**src/rtl/aes_pipe_scheduler.sv**
```systemverilog
// Round-robin scheduler that shares one fixed-latency AES-128 pipeline among NREQ requesters,
// tracks block ownership through a tag pipe and sequences key expansion around pipeline drains.
module aes_pipe_scheduler #(
  parameter int NREQ       = 4,
  parameter int LAT        = 11,
  parameter int FIFO_DEPTH = 16,
  localparam int IDW       = (NREQ > 2) ? $clog2(NREQ) : 1
) (
  input  logic                  clk,
  input  logic                  reset,
  input  logic [NREQ-1:0]       req_valid,
  input  logic [NREQ*128-1:0]   req_data,
  output logic [NREQ-1:0]       req_ready,
  input  logic                  rekey,
  output logic                  kexp_start,
  input  logic                  kexp_ready,
  output logic [127:0]          pipe_data,
  output logic                  pipe_valid,
  input  logic [127:0]          pipe_out,
  input  logic                  pipe_done,
  output logic                  rsp_valid,
  input  logic                  rsp_ready,
  output logic [127:0]          rsp_data,
  output logic [IDW-1:0]        rsp_id,
  output logic                  busy,
  output logic                  err
);

  localparam int CW = $clog2(FIFO_DEPTH + 1);
  localparam int AW = $clog2(FIFO_DEPTH);

  typedef enum logic [2:0] {
    S_IDLE,
    S_KEYEXP,
    S_KWAIT,
    S_RUN,
    S_DRAIN
  } state_t;

  state_t           state_q, state_nxt;
  logic             kwait_first_q;
  logic [IDW-1:0]   rr_ptr_q;
  logic [IDW-1:0]   grant_id;
  logic [IDW:0]     arb_sum;
  logic             grant_found;
  logic             issue;

  logic [CW-1:0]    in_flight_q, in_flight_nxt;
  logic [CW-1:0]    fifo_count_q, fifo_count_nxt, count_after_pop;
  logic [CW:0]      credit_used;
  logic             done_dec;

  logic             pipe_vld_p0;
  logic [IDW-1:0]   pipe_id_p0;
  logic [127:0]     pipe_data_p0;
  logic [LAT-1:0]   tag_vld_p1;
  logic [IDW-1:0]   tag_id_p1 [LAT];
  logic             tail_vld;
  logic [IDW-1:0]   tail_id;

  logic [127:0]     mem_data [FIFO_DEPTH];
  logic [IDW-1:0]   mem_id   [FIFO_DEPTH];
  logic [AW-1:0]    wr_ptr_q, rd_ptr_q, rd_ptr_nxt;
  logic             fifo_full, pop, push, err_set;
  logic [127:0]     head_data;
  logic [IDW-1:0]   head_id;

  logic             rsp_valid_q;
  logic [127:0]     rsp_data_q;
  logic [IDW-1:0]   rsp_id_q;
  logic             busy_q, err_q;

  // Round-robin arbitration starting at rr_ptr_q
  always_comb begin
    grant_found = 1'b0;
    grant_id    = '0;
    arb_sum     = '0;
    for (int k = 0; k < NREQ; k++) begin
      arb_sum = {1'b0, rr_ptr_q} + (IDW+1)'(k);
      if (arb_sum >= (IDW+1)'(NREQ)) arb_sum = arb_sum - (IDW+1)'(NREQ);
      if (!grant_found && req_valid[arb_sum[IDW-1:0]]) begin
        grant_found = 1'b1;
        grant_id    = arb_sum[IDW-1:0];
      end
    end
  end

  // Credits count both in-flight blocks and queued responses so the FIFO can never overflow.
  assign credit_used = {1'b0, in_flight_q} + {1'b0, fifo_count_q};
  assign issue       = (state_q == S_RUN) && kexp_ready && grant_found &&
                       (credit_used < (CW+1)'(FIFO_DEPTH));

  always_comb begin
    req_ready = '0;
    if (issue) req_ready[grant_id] = 1'b1;
  end

  assign done_dec      = pipe_done && (in_flight_q != '0);
  assign in_flight_nxt = in_flight_q + CW'(issue) - CW'(done_dec);

  always_comb begin
    state_nxt  = state_q;
    kexp_start = 1'b0;
    case (state_q)
      S_IDLE:   if (rekey) state_nxt = S_KEYEXP;
      S_KEYEXP: begin
        kexp_start = 1'b1;
        state_nxt  = S_KWAIT;
      end
      // kexp_ready may still reflect the previous key on the first KWAIT cycle
      S_KWAIT:  if (!kwait_first_q && kexp_ready) state_nxt = S_RUN;
      S_RUN:    if (rekey) state_nxt = S_DRAIN;
      S_DRAIN:  if (in_flight_nxt == '0) state_nxt = S_KEYEXP;
      default:  state_nxt = S_IDLE;
    endcase
  end

  always_ff @(posedge clk or posedge reset) begin
    if (reset) begin
      state_q       <= S_IDLE;
      kwait_first_q <= 1'b0;
      rr_ptr_q      <= '0;
      in_flight_q   <= '0;
      busy_q        <= 1'b0;
      err_q         <= 1'b0;
    end else begin
      state_q       <= state_nxt;
      kwait_first_q <= (state_q == S_KEYEXP);
      in_flight_q   <= in_flight_nxt;
      // busy is registered so that every output reads 0 while reset is held
      busy_q        <= (state_nxt != S_RUN) || (in_flight_nxt != '0);
      err_q         <= err_q | err_set;
      if (issue) rr_ptr_q <= (grant_id == IDW'(NREQ - 1)) ? '0 : grant_id + IDW'(1);
    end
  end

  // Stage p0: issue register feeding the datapath
  always_ff @(posedge clk or posedge reset) begin
    if (reset) begin
      pipe_vld_p0  <= 1'b0;
      pipe_id_p0   <= '0;
      pipe_data_p0 <= '0;
    end else begin
      pipe_vld_p0 <= issue;
      if (issue) begin
        pipe_id_p0   <= grant_id;
        pipe_data_p0 <= req_data[{grant_id, 7'b0} +: 128];
      end
    end
  end

  // Stage p1: LAT-deep tag pipe; its tail lines up with pipe_done
  always_ff @(posedge clk or posedge reset) begin
    if (reset) begin
      tag_vld_p1 <= '0;
      for (int k = 0; k < LAT; k++) tag_id_p1[k] <= '0;
    end else begin
      tag_vld_p1[0] <= pipe_vld_p0;
      tag_id_p1[0]  <= pipe_id_p0;
      for (int k = 1; k < LAT; k++) begin
        tag_vld_p1[k] <= tag_vld_p1[k-1];
        tag_id_p1[k]  <= tag_id_p1[k-1];
      end
    end
  end

  assign tail_vld = tag_vld_p1[LAT-1];
  assign tail_id  = tag_id_p1[LAT-1];

  assign pop             = rsp_valid_q && rsp_ready;
  assign fifo_full       = (fifo_count_q == CW'(FIFO_DEPTH));
  assign push            = pipe_done && tail_vld && (!fifo_full || pop);
  assign err_set         = pipe_done && (!tail_vld || (fifo_full && !pop));
  assign count_after_pop = fifo_count_q - CW'(pop);
  assign fifo_count_nxt  = count_after_pop + CW'(push);
  assign rd_ptr_nxt      = rd_ptr_q + AW'(pop);

  // The entry being pushed becomes the head when the FIFO would otherwise be empty.
  always_comb begin
    head_data = mem_data[rd_ptr_nxt];
    head_id   = mem_id[rd_ptr_nxt];
    if (push && (count_after_pop == '0)) begin
      head_data = pipe_out;
      head_id   = tail_id;
    end
  end

  always_ff @(posedge clk) begin
    if (push) begin
      mem_data[wr_ptr_q] <= pipe_out;
      mem_id[wr_ptr_q]   <= tail_id;
    end
  end

  // Stage p2: registered response head
  always_ff @(posedge clk or posedge reset) begin
    if (reset) begin
      wr_ptr_q     <= '0;
      rd_ptr_q     <= '0;
      fifo_count_q <= '0;
      rsp_valid_q  <= 1'b0;
      rsp_data_q   <= '0;
      rsp_id_q     <= '0;
    end else begin
      wr_ptr_q     <= wr_ptr_q + AW'(push);
      rd_ptr_q     <= rd_ptr_nxt;
      fifo_count_q <= fifo_count_nxt;
      rsp_valid_q  <= (fifo_count_nxt != '0);
      if (fifo_count_nxt != '0) begin
        rsp_data_q <= head_data;
        rsp_id_q   <= head_id;
      end
    end
  end

  assign pipe_valid = pipe_vld_p0;
  assign pipe_data  = pipe_data_p0;
  assign rsp_valid  = rsp_valid_q;
  assign rsp_data   = rsp_data_q;
  assign rsp_id     = rsp_id_q;
  assign busy       = busy_q;
  assign err        = err_q;

endmodule

```
**config.mk**
```make
export PLATFORM = sky130hd
export DESIGN_NAME = aes_pipe_scheduler
export DESIGN_NICKNAME = d
export VERILOG_FILES = /design/src/rtl/aes_pipe_scheduler.sv
export SDC_FILE = /design/constraint.sdc
export NUM_CORES = 2
export LEC_CHECK = 0
export CAP_MARGIN = 20
export CORE_ASPECT_RATIO = 0.7
export CORE_MARGIN = 10
export CORE_UTILIZATION = 35
export CTS_CLUSTER_DIAMETER = 60
export CTS_CLUSTER_SIZE = 12
export DETAILED_ROUTE_END_ITERATION = 10
export SKIP_CTS_REPAIR_TIMING = 1
export SLEW_MARGIN = 30
export SYNTH_ARGS = -nofsm -noshare
export SYNTH_HDL_FRONTEND = slang
export SYNTH_SLANG_ARGS = --single-unit
```
**constraint.sdc**
```tcl
create_clock -name clk -period 48 [get_ports clk]
set_input_delay 4.8 -clock clk [delete_from_list [all_inputs] [get_ports clk]]
set_output_delay 4.8 -clock clk [all_outputs]
set_load 0.01 [all_outputs]
```
==> flow_summary.json <==
{
  "initial_core_util_pct": 35.17,
  "fin_crit_sh_pct": 26.17,
  "async_flop_share_pct": 13.37,
  "syn_inst": 5241,
  "cts.sinks": 2401,
  "powerDensity_mw_per_mm2": 59.37,
  "vias_per_cell": 5.472,
  "grt_pass1_vias": 52490,
  "arrival_ns": 7.76,
  "num_vias": 54580,
  "yosys_warnings": 0,
  "ys_types": 47,
  "crit_path_end_kind": "output port",
  "hold_path.class": "flip-flop to flip-flop",
  "gp_congestion": 0.9445,
  "drt_pre_antenna_iters": 8,
  "drive_gt1_share_pct": 15.06,
  "grt_use_total_pct": 22.15,
  "cts_root_buffer": "clkbuf_16",
  "worstMarginPinSlew_ns": 1.192,
  "place_hpwl_um": 207700,
  "crit_chain": "clkdlybuf4s50_1, nor4_2, nor4_1, o21ai_4, inv_1, and2_1, clkdlybuf4s50_1",
  "syn-num-nets": 5914,
  "power_mw": 6.855,
  "die-area_sq_mm": 0.2910,
  "h-tree-depth": 4,
  "drt_iter0_drc": 6205,
  "fp-row-count": 159,
  "cp_max_fo": 8,
  "timing.final.ws_setup_ns": 35.44,
  "syn-mean-instance-area_sq_um": 17.99,
  "area_growth_pct": 22.41,
  "tritoncts": "yes",
  "pre_cts_ws_ns": 35.67,
  "mostFrequentLayoutCells": "2080 x edfxtp_1, 916 x clkdlybuf4s50_1, 782 x nand2_1, 520 x mux4_2, 387 x and3_1",
  "maxCapViolCount": 0,
  "wl_um": 336000,
  "drcViolationCount": 0,
  "critPathMostFrequentCell": "clkdlybuf4s50_1",
  "fin_util_pct": 43.05,
  "grt_pass1_wl_um": 451900,
  "slew_violations": 0,
  "ant_nets": 0,
  "mostFrequentLayoutCell": "edfxtp_1",
  "hold_viol_final": 0,
  "die_h_um": 454.3,
  "core_area_sq_mm": 0.2682,
  "synth_edf_count": 2080,
  "cts_buffers": 245,
  "r2r_slack_ns": 42.49,
  "p_leak_nw": 38.67,
  "die_x_um": 640.4,
  "required_ns": 43.20,
  "seq_area_frac_synth_pct": 74.75,
  "ios": 917,
  "critPathLaunchType": "input pin",
  "status": "complete, no violations",
  "clockBufferDepth": 4,
  "antenna_found_initial": 122,
  "port_buffers": 916,
  "max_stage_delay_ns": 1.04,
  "finalSetupTns_ns": 0,
  "layout.nets": 6841,
  "period_needed_ns": 12.56,
  "ys_ff_latch": 2401,
  "clock_latency_ns": 0.93,
  "rsz0062_at_grt": "no",
  "max-vdd-ir-drop_uv": 58.26,
  "finalSetupViolCount": 0,
  "syn_area_sq_mm": 0.09431,
  "fin_skew_ns": 0.09661,
  "crit_path_top_delay_cell": "nor4_2",
  "grt_remaining_overflow": 0,
  "wire_per_inst_um": 33.69,
  "ys.flop_type": "edfxtp_1",
  "grt_max_degree": 157,
  "criticalPathCategory": "input pin to output port",
  "clk_pin_slew_worst_paths_ns": 0.06,
  "max_clock_freq_mhz": 79.59,
  "slew_headroom_pct": 20.53
}
## stage by stage
step,std cells,instance area (sq um),hold WS [ns]
6_report,9975,115400,0.3297
5_1_grt,9935,115300,0.3417
4_1_cts,9905,115100,0.3285
3_5_place_dp,9457,107800,0.3347
3_3_place_gp,9451,107600,0.3367
2_1_floorplan,5241,94310,0.3312
## power by group
part	switching [mW]	total, mW	internal [mW]
clock network	0.810	1.80	0.995
logic	1.34	2.51	1.17
registers	0.127	2.54	2.41
total	2.28	6.85	4.58
## final cells by class
class,instances,area [sq um]
well taps,3542,4432
clock inverters,40,484.2
inverters,21,98.84
clock buffers,408,6847
fillers,23650,152700
multi-input cells,2471,22500
repair buffers,1028,10430
diodes,64,160.2
flip-flops and latches,2401,70490
## sequential cells by signal (all words and copies together), names as in the netlist
| signal | flops |
|---|---|
| wr_ptr_q | 4 |
| rd_ptr_q | 4 |
| pipe_data | 128 |
| kwait_first_q | 1 |
| busy | 1 |
| rsp_id | 2 |
| rsp_data | 128 |
| err | 1 |
| rr_ptr_q | 2 |
| in_flight_q | 5 |
| pipe_id_p0 | 2 |
| tail_id | 2 |
| pipe_valid | 1 |
| mem_id | 32 |
| rsp_valid | 1 |
| fifo_count_q | 5 |
| tag_vld_p1 | 11 |
| tag_id_p1 | 20 |
| mem_data | 2048 |
| state_q | 3 |
## metal layers
layer | share of wire, % | GRT usage, % | wire (um) | vias to the layer above
met3 | 9.2 | 7.232 | 30970 | 459
met2 | 45 | 32.72 | 151100 | 2239
met1 | 43 | 31.74 | 145500 | 29010
met4 | 2.4 | 5.405 | 8080 | 58
li1 | - | - | - | 22820
met5 | 0.11 | 0 | 384 | -
## synth_stat cells, types with 5 or more instances
cell	number	area (sq um)
mux4_2	520	11710
nand3_1	6	30.03
o21ai_0	195	975.9
edfxtp_1	2080	62460
xnor2_1	8	70.07
o31ai_1	128	960.9
clkbuf_1	215	807.0
dfrtp_1	321	8033
and3_1	387	2421
nor4_1	6	37.54
nand2b_1	5	31.28
inv_1	19	71.32
and2_1	5	31.28
buf_2	125	625.6
nor3_1	7	35.03
ha_1	22	275.3
nand2_1	782	2935
a22oi_1	261	1959
nor2_1	23	86.33
a21oi_1	6	30.03
buf_1	8	30.03
o21ai_1	74	370.4
## worst paths after layout
kind	from	end	cells after the start
min reg2reg	tag_id_p1[2]$_DFF_PP0_	tail_id[0]$_DFF_PP0_	0
min	tag_id_p1[2]$_DFF_PP0_	tail_id[0]$_DFF_PP0_	0
min in group asynchronous	reset	rsp_data[44]$_DFFE_PP0P_	2
max	req_valid[0]	req_ready[1]	7
max in group asynchronous	reset	rsp_data[104]$_DFFE_PP0P_	4
max reg2reg	rsp_valid$_DFF_PP0_	rsp_data[31]$_DFFE_PP0P_	10
## critical path, delay by kind of cell
family / cells / cell delay, ns
AO/OA/AOI/OAI: 1 / 0.12
buffers and inverters: 3 / 1.29
AND/OR/NAND/NOR: 3 / 1.53
## cell families (layout without fill, tap and decap cells)
group | count (synthesis) | after routing | share of synthesized area [%]
XOR/XNOR | 13 | 13 | 0.1287
flip-flops | 2401 | 2401 | 74.75
AO/OA/AOI/OAI | 676 | 676 | 4.657
multiplexers | 521 | 521 | 12.43
adder cells (fa/ha/maj) | 23 | 23 | 0.3131
buffers and inverters | 369 | 1497 | 1.634
AND/OR/NAND/NOR | 1238 | 1238 | 6.093
other | 0 | 64 | 0
(Power assumes the default switching activity.)
